--- src/rtl/axil_mitm_wr_if.sv ---
// AXI4-lite write-channel bundle (AW, W, B) shared by the upstream and downstream
// sides of the write interposer.
interface axil_mitm_wr_if #(
    parameter int ADDR_WIDTH = 32,
    parameter int DATA_WIDTH = 32,
    parameter int STRB_WIDTH = DATA_WIDTH / 8
);
    logic [ADDR_WIDTH-1:0] awaddr;
    logic [2:0]            awprot;
    logic                  awvalid;
    logic                  awready;
    logic [DATA_WIDTH-1:0] wdata;
    logic [STRB_WIDTH-1:0] wstrb;
    logic                  wvalid;
    logic                  wready;
    logic [1:0]            bresp;
    logic                  bvalid;
    logic                  bready;

    modport master (
        output awaddr, awprot, awvalid, wdata, wstrb, wvalid, bready,
        input  awready, wready, bresp, bvalid
    );

    modport slave (
        input  awaddr, awprot, awvalid, wdata, wstrb, wvalid, bready,
        output awready, wready, bresp, bvalid
    );
endinterface

--- src/rtl/axil_mitm_wr.sv ---
// AXI4-lite write-path interposer: every output comes straight from a flop and at
// most one write is in flight between the upstream master and downstream slave.
module axil_mitm_wr #(
    parameter int ADDR_WIDTH = 32,
    parameter int DATA_WIDTH = 32,
    parameter int STRB_WIDTH = DATA_WIDTH / 8
) (
    input logic            clk,
    input logic            rst,
    axil_mitm_wr_if.slave  s_axil,
    axil_mitm_wr_if.master m_axil
);
    typedef enum logic {IDLE, RESP} state_t;

    state_t state_p0, state_nx;
    logic   aw_held_p0, aw_held_nx;
    logic   w_held_p0, w_held_nx;
    logic   s_awready_p0, s_awready_nx;
    logic   s_wready_p0, s_wready_nx;
    logic   s_bvalid_p0, s_bvalid_nx;
    logic   m_awvalid_p0, m_awvalid_nx;
    logic   m_wvalid_p0, m_wvalid_nx;
    logic   m_bready_p0, m_bready_nx;

    // Payload flops carry no reset; they only change on a handshake.
    logic [ADDR_WIDTH-1:0] awaddr_p0 = '0;
    logic [2:0]            awprot_p0 = '0;
    logic [DATA_WIDTH-1:0] wdata_p0  = '0;
    logic [STRB_WIDTH-1:0] wstrb_p0  = '0;
    logic [1:0]            bresp_p0  = '0;

    logic aw_hs, w_hs, b_hs;

    assign aw_hs = s_axil.awvalid && s_awready_p0;
    assign w_hs  = s_axil.wvalid && s_wready_p0;
    assign b_hs  = m_axil.bvalid && m_bready_p0;

    always_comb begin
        state_nx     = state_p0;
        aw_held_nx   = aw_held_p0;
        w_held_nx    = w_held_p0;
        s_awready_nx = 1'b0;
        s_wready_nx  = 1'b0;
        m_bready_nx  = 1'b0;
        m_awvalid_nx = m_awvalid_p0 && !m_axil.awready;
        m_wvalid_nx  = m_wvalid_p0 && !m_axil.wready;
        s_bvalid_nx  = s_bvalid_p0 && !s_axil.bready;

        case (state_p0)
            IDLE: begin
                aw_held_nx = aw_held_p0 || aw_hs;
                w_held_nx  = w_held_p0 || w_hs;
                if (aw_held_nx && w_held_nx) begin
                    m_awvalid_nx = 1'b1;
                    m_wvalid_nx  = 1'b1;
                    aw_held_nx   = 1'b0;
                    w_held_nx    = 1'b0;
                    state_nx     = RESP;
                end else begin
                    // Readies reopen only once the previous downstream beats have drained.
                    s_awready_nx = !aw_held_nx && !m_awvalid_nx && !m_wvalid_nx;
                    s_wready_nx  = !w_held_nx && !m_awvalid_nx && !m_wvalid_nx;
                end
            end
            RESP: begin
                if (b_hs) begin
                    s_bvalid_nx = 1'b1;
                    state_nx    = IDLE;
                end else begin
                    m_bready_nx = !s_bvalid_nx;
                end
            end
            default: state_nx = IDLE;
        endcase
    end

    always_ff @(posedge clk) begin
        if (rst) begin
            state_p0     <= IDLE;
            aw_held_p0   <= 1'b0;
            w_held_p0    <= 1'b0;
            s_awready_p0 <= 1'b0;
            s_wready_p0  <= 1'b0;
            s_bvalid_p0  <= 1'b0;
            m_awvalid_p0 <= 1'b0;
            m_wvalid_p0  <= 1'b0;
            m_bready_p0  <= 1'b0;
        end else begin
            state_p0     <= state_nx;
            aw_held_p0   <= aw_held_nx;
            w_held_p0    <= w_held_nx;
            s_awready_p0 <= s_awready_nx;
            s_wready_p0  <= s_wready_nx;
            s_bvalid_p0  <= s_bvalid_nx;
            m_awvalid_p0 <= m_awvalid_nx;
            m_wvalid_p0  <= m_wvalid_nx;
            m_bready_p0  <= m_bready_nx;
        end
    end

    // Captured straight into the output flops: readies guarantee the m-side valids are low.
    always_ff @(posedge clk) begin
        if (aw_hs) begin
            awaddr_p0 <= s_axil.awaddr;
            awprot_p0 <= s_axil.awprot;
        end
        if (w_hs) begin
            wdata_p0 <= s_axil.wdata;
            wstrb_p0 <= s_axil.wstrb;
        end
        if (b_hs) begin
            bresp_p0 <= m_axil.bresp;
        end
    end

    assign s_axil.awready = s_awready_p0;
    assign s_axil.wready  = s_wready_p0;
    assign s_axil.bvalid  = s_bvalid_p0;
    assign s_axil.bresp   = bresp_p0;
    assign m_axil.awaddr  = awaddr_p0;
    assign m_axil.awprot  = awprot_p0;
    assign m_axil.awvalid = m_awvalid_p0;
    assign m_axil.wdata   = wdata_p0;
    assign m_axil.wstrb   = wstrb_p0;
    assign m_axil.wvalid  = m_wvalid_p0;
    assign m_axil.bready  = m_bready_p0;
endmodule

--- src/flat_wrapper.sv ---
// flat-port wrapper written by rule: the top's interface ports become plain ports
module axil_mitm_wr_flat 
#(
    parameter int ADDR_WIDTH = 32,
    parameter int DATA_WIDTH = 32,
    parameter int STRB_WIDTH = DATA_WIDTH / 8
)
  (clk, rst, s_axil_awaddr, s_axil_awprot, s_axil_awvalid, s_axil_wdata, s_axil_wstrb, s_axil_wvalid, s_axil_bready, s_axil_awready, s_axil_wready, s_axil_bresp, s_axil_bvalid, m_axil_awaddr, m_axil_awprot, m_axil_awvalid, m_axil_wdata, m_axil_wstrb, m_axil_wvalid, m_axil_bready, m_axil_awready, m_axil_wready, m_axil_bresp, m_axil_bvalid);
  axil_mitm_wr_if #(.ADDR_WIDTH(ADDR_WIDTH), .DATA_WIDTH(DATA_WIDTH), .STRB_WIDTH(STRB_WIDTH)) s_axil_i ();
  axil_mitm_wr_if #(.ADDR_WIDTH(ADDR_WIDTH), .DATA_WIDTH(DATA_WIDTH), .STRB_WIDTH(STRB_WIDTH)) m_axil_i ();
  input logic clk;
  input logic rst;
  input wire logic [$bits(s_axil_i.awaddr)-1:0] s_axil_awaddr;
  input wire logic [$bits(s_axil_i.awprot)-1:0] s_axil_awprot;
  input wire logic [$bits(s_axil_i.awvalid)-1:0] s_axil_awvalid;
  input wire logic [$bits(s_axil_i.wdata)-1:0] s_axil_wdata;
  input wire logic [$bits(s_axil_i.wstrb)-1:0] s_axil_wstrb;
  input wire logic [$bits(s_axil_i.wvalid)-1:0] s_axil_wvalid;
  input wire logic [$bits(s_axil_i.bready)-1:0] s_axil_bready;
  output wire logic [$bits(s_axil_i.awready)-1:0] s_axil_awready;
  output wire logic [$bits(s_axil_i.wready)-1:0] s_axil_wready;
  output wire logic [$bits(s_axil_i.bresp)-1:0] s_axil_bresp;
  output wire logic [$bits(s_axil_i.bvalid)-1:0] s_axil_bvalid;
  output wire logic [$bits(m_axil_i.awaddr)-1:0] m_axil_awaddr;
  output wire logic [$bits(m_axil_i.awprot)-1:0] m_axil_awprot;
  output wire logic [$bits(m_axil_i.awvalid)-1:0] m_axil_awvalid;
  output wire logic [$bits(m_axil_i.wdata)-1:0] m_axil_wdata;
  output wire logic [$bits(m_axil_i.wstrb)-1:0] m_axil_wstrb;
  output wire logic [$bits(m_axil_i.wvalid)-1:0] m_axil_wvalid;
  output wire logic [$bits(m_axil_i.bready)-1:0] m_axil_bready;
  input wire logic [$bits(m_axil_i.awready)-1:0] m_axil_awready;
  input wire logic [$bits(m_axil_i.wready)-1:0] m_axil_wready;
  input wire logic [$bits(m_axil_i.bresp)-1:0] m_axil_bresp;
  input wire logic [$bits(m_axil_i.bvalid)-1:0] m_axil_bvalid;
  assign s_axil_i.awaddr = s_axil_awaddr;
  assign s_axil_i.awprot = s_axil_awprot;
  assign s_axil_i.awvalid = s_axil_awvalid;
  assign s_axil_i.wdata = s_axil_wdata;
  assign s_axil_i.wstrb = s_axil_wstrb;
  assign s_axil_i.wvalid = s_axil_wvalid;
  assign s_axil_i.bready = s_axil_bready;
  assign s_axil_awready = s_axil_i.awready;
  assign s_axil_wready = s_axil_i.wready;
  assign s_axil_bresp = s_axil_i.bresp;
  assign s_axil_bvalid = s_axil_i.bvalid;
  assign m_axil_awaddr = m_axil_i.awaddr;
  assign m_axil_awprot = m_axil_i.awprot;
  assign m_axil_awvalid = m_axil_i.awvalid;
  assign m_axil_wdata = m_axil_i.wdata;
  assign m_axil_wstrb = m_axil_i.wstrb;
  assign m_axil_wvalid = m_axil_i.wvalid;
  assign m_axil_bready = m_axil_i.bready;
  assign m_axil_i.awready = m_axil_awready;
  assign m_axil_i.wready = m_axil_wready;
  assign m_axil_i.bresp = m_axil_bresp;
  assign m_axil_i.bvalid = m_axil_bvalid;
  axil_mitm_wr #(.ADDR_WIDTH(ADDR_WIDTH), .DATA_WIDTH(DATA_WIDTH), .STRB_WIDTH(STRB_WIDTH)) u_core (.clk(clk), .rst(rst), .s_axil(s_axil_i), .m_axil(m_axil_i));
endmodule
--- config.mk ---
export PLATFORM = sky130hd
export DESIGN_NAME = axil_mitm_wr_flat
export DESIGN_NICKNAME = d
export VERILOG_FILES = /design/src/rtl/axil_mitm_wr_if.sv /design/src/rtl/axil_mitm_wr.sv /design/src/flat_wrapper.sv
export SDC_FILE = /design/constraint.sdc
export NUM_CORES = 1
export LEC_CHECK = 0
export CORE_ASPECT_RATIO = 1.5
export CORE_MARGIN = 2
export CORE_UTILIZATION = 36
export DETAILED_ROUTE_END_ITERATION = 8
export PLACE_DENSITY = 0.79
export SYNTH_ARGS = -nofsm -noshare
export SYNTH_HDL_FRONTEND = slang
export SYNTH_SLANG_ARGS = --single-unit
--- constraint.sdc ---
create_clock -name clk -period 1.9 [get_ports clk]
set_input_delay 0.19 -clock clk [delete_from_list [all_inputs] [get_ports clk]]
set_output_delay 0.19 -clock clk [all_outputs]
set_load 0.02 [all_outputs]
==> flow_summary_export.csv <==
group,metric,value,unit
global_route,grtUsageMet2,28.5,%
synth,synth_fp_nets,189,
drt,firstDrtPassIters,4,
cts,clk_latency,350,ps
cts,htreeDepth,3,
drt,drt.antenna.violating_nets,0,
global_route,grt_max_degree,37,
min_path,hold_class,"in -> reg",
global_route,use_met1,15.0,%
cts,cts_buffers,9,
placed_design,dp_hpwl,4630,um
sta,post-route-min-period,1540,ps
final_layout,seq_area,2370,um^2
worst_setup_path,path_max_fanout,3,
min_path,min_from,"m_axil_bresp[0]",
worst_setup_path,endpoint_kind,"output pin",
sta,rsz0062_at_grt,"no",
sta,final.setup.tns,0,ps
job,drv_cap,0,
global_route,antenna_found_initial,0,
drt,drc_errors,0,
cts,post-cts-setup-buffer-count,0,
cts,cts_hold_buf,0,
worst_setup_path,slowest_stage,"clkdlybuf4s50_1",
drt,dr_total_vias,1626,
worst_setup_path,cp_cell_sequence,"clkdlybuf4s50_1",
worst_setup_path,rr_startpoint,"u_core.s_axil.wready$_SDFF_PP0_",
sta,drv_slew,0,
floorplan,num_io_pins,160,
pwr,power.leakage,1.54,nW
cts,clk_path_buf_depth,2,
worst_setup_path,cp-start-kind,"flip-flop",
final_layout,n_antenna_cell,0,
final_layout,fillers,491,
synth,ys_seq_area_share,94.0,%
floorplan,core,6850,um^2
pwr,peakVddDrop,0.702,mV
synth,ys_top_cells_by_area,"edfxtp_1, dfxtp_1, a21oi_1, nor3_1, and2_1",
sta,whs,390,ps
global_route,grt_util_met3,8.27,%
synth,yosysTopAreaCell,"edfxtp_1",
synth,synth_top_area_share,86.8,%
placed_design,gp_congestion,0.831,
global_route,grtUsageTotal,16.2,%
synth,synth_cell_types,15,
floorplan,die_h,107,um
final_layout,syn_to_final_growth,75.1,%
floorplan,die_w,72.4,um
min_path,hold_depth,1,
synth,synth_area_per_cell,23.4,um^2
floorplan,floorplan.rows,37,
sta,finalHoldViolCount,0,
final_layout,layout-drive-gt1-share,7.69,%
pwr,power.density,874,nW/um^2
min_path,worstHoldEndpoint,"u_core.s_axil.bresp[0]$_DFFE_PP_",
floorplan,initial_core_util,36.9,%
sta,finalSetupViolations,0,
synth,yosys_warnings,0,
sta,fin_skew,7.50,ps
worst_setup_path,required,1710,ps
worst_setup_path,r2r_slack,760,ps
final_layout,layout.nets,362,
synth,synthCells,108,
worst_setup_path,cp_top_family,"buffers and inverters",
worst_setup_path,critical-path-max-stage-delay,630,ps
global_route,grt_first_pass_wirelength,8850,um
global_route,top_usage_layer,"met2",
worst_setup_path,r2r-end,"u_core.m_axil.awvalid$_SDFF_PP0_",
sta,worst_slew_pin_slew,266,ps
synth,synth_edf_count,73,
sta,period_share,81.2,%
synth,ys_ff_latch,82,
worst_setup_path,path_class,"reg -> out",
synth,syn-cell-area,2520,um^2
synth,ys.flop_type,"edfxtp_1",
placed_design,port_buffers,159,
cts,path_clk_slew,80,ps
drt,drtIter0Drc,92,
cts,post_cts_resized,0,
synth,ys_async_sr_fraction,0,%
worst_setup_path,reg2reg_depth,3,
synth,synth.most_common_cell,"edfxtp_1",
worst_setup_path,arrival,1350,ps
sta,maxSlewHeadroom,82.3,%
synth,synth_commonest_cells,"edfxtp_1, dfxtp_1, a21oi_1, nor3_1",
drt,wirelength,5920,um
global_route,globalRouteOverflowTotal,0,
floorplan,design.die.area,7710,um^2
cts,cts_tree,"yes",
worst_setup_path,critPathBufInv,1,
drt,avgViaCountPerCell,4.47,
global_route,grt_pass1_vias,1775,
sta,clock.fmax,0.648,GHz
cts,cts-root-buf,"clkbuf_8",
cts,clock_sinks,82,
run_status,status,"complete, no violations",
final_layout,multi_input_area,150,um^2
drt,post_drt_wl_per_cell,16.3,um
-- where the power goes --
part | switching, mW | internal [mW] | total, mW
combinational | 0.283 | 0.345 | 0.628
clock | 0.586 | 0.503 | 1.09
sequential | 0.0410 | 2.11 | 2.15
-- per-stage QoR --
step	power [mW]	instance area (um^2)	utilization [%]	setup WS, ps	std cells
after detailed placement	2.82	4250	62.0	439	348
after CTS	3.92	4420	64.5	335	364
final	3.87	4420	64.5	357	364
after floorplan	2.41	2520	-	97.4	108
after global placement	2.81	4250	62.0	474	348
after global routing	4.03	4420	64.5	298	364
-- registers in the layout, summed over array words and instances, names as in the netlist --
| register | flops |
|---|---|
| u_core.s_axil.bresp | 2 |
| u_core.state_p0 | 1 |
| u_core.w_held_p0 | 1 |
| u_core.s_axil.awready | 1 |
| u_core.m_axil.wvalid | 1 |
| u_core.m_axil.awaddr | 32 |
| u_core.m_axil.wstrb | 4 |
| u_core.m_axil.awprot | 3 |
| u_core.s_axil.bvalid | 1 |
| u_core.m_axil.awvalid | 1 |
| u_core.m_axil.bready | 1 |
| u_core.s_axil.wready | 1 |
| u_core.m_axil.wdata | 32 |
| u_core.aw_held_p0 | 1 |
-- cell type report --
type / instances / area share, %
Multi-Input combinational cell: 25 / 3.40
Tap cell: 78 / 2.21
Inverter: 1 / 0.0849
Sequential cell: 82 / 53.7
Timing Repair Buffer: 162 / 36.8
Clock inverter: 5 / 0.679
Clock buffer: 11 / 3.20
-- metal layers --
layer	part of all wire (%)	vias to the layer above	routed length [um]
met1	31	749	1870
met4	2.2	0	132
met5	0	-	0
li1	-	763	-
met2	56	101	3310
met3	10	13	614
-- cells by family (layout without fill, tap and decap cells) --
family / Yosys count / count (layout) / synth area share (%)
buffers and inverters: 1 / 179 / 0.149
multiplexers: 1 / 1 / 0.396
AND/OR/NAND/NOR: 18 / 18 / 4.31
AO/OA/AOI/OAI: 6 / 6 / 1.19
flip-flops: 82 / 82 / 94.0
-- worst max path at each step --
stage,start,end,slack (ps),depth (start not counted)
floorplan,u_core.s_axil.wready$_SDFF_PP0_,u_core.m_axil.wdata[0]$_DFFE_PP_,100,1
global placement,rst,u_core.m_axil.awvalid$_SDFF_PP0_,470,3
detailed placement,rst,u_core.m_axil.awvalid$_SDFF_PP0_,440,3
CTS,u_core.m_axil.awaddr[22]$_DFFE_PP_,m_axil_awaddr[22],340,1
global route,u_core.m_axil.awaddr[22]$_DFFE_PP_,m_axil_awaddr[22],300,1
finish,u_core.s_axil.awready$_SDFF_PP0_,s_axil_awready,360,1
-- layout by cell type, fill, tap and decap left out --
cell / n
a21oi_1: 4
and2_1: 2
and2_2: 1
buf_12: 1
buf_4: 2
clkbuf_1: 1
clkbuf_8: 10
clkdlybuf4s50_1: 159
clkinv_2: 3
clkinvlp_4: 2
dfxtp_1: 9
edfxtp_1: 73
inv_1: 1
mux2i_1: 1
nand2_1: 2
nand2b_1: 3
nand3_1: 1
nor2_1: 2
nor2b_2: 1
nor3_1: 4
o21ai_0: 2
or3_4: 1
or4_4: 1
(Power assumes the default switching activity.)
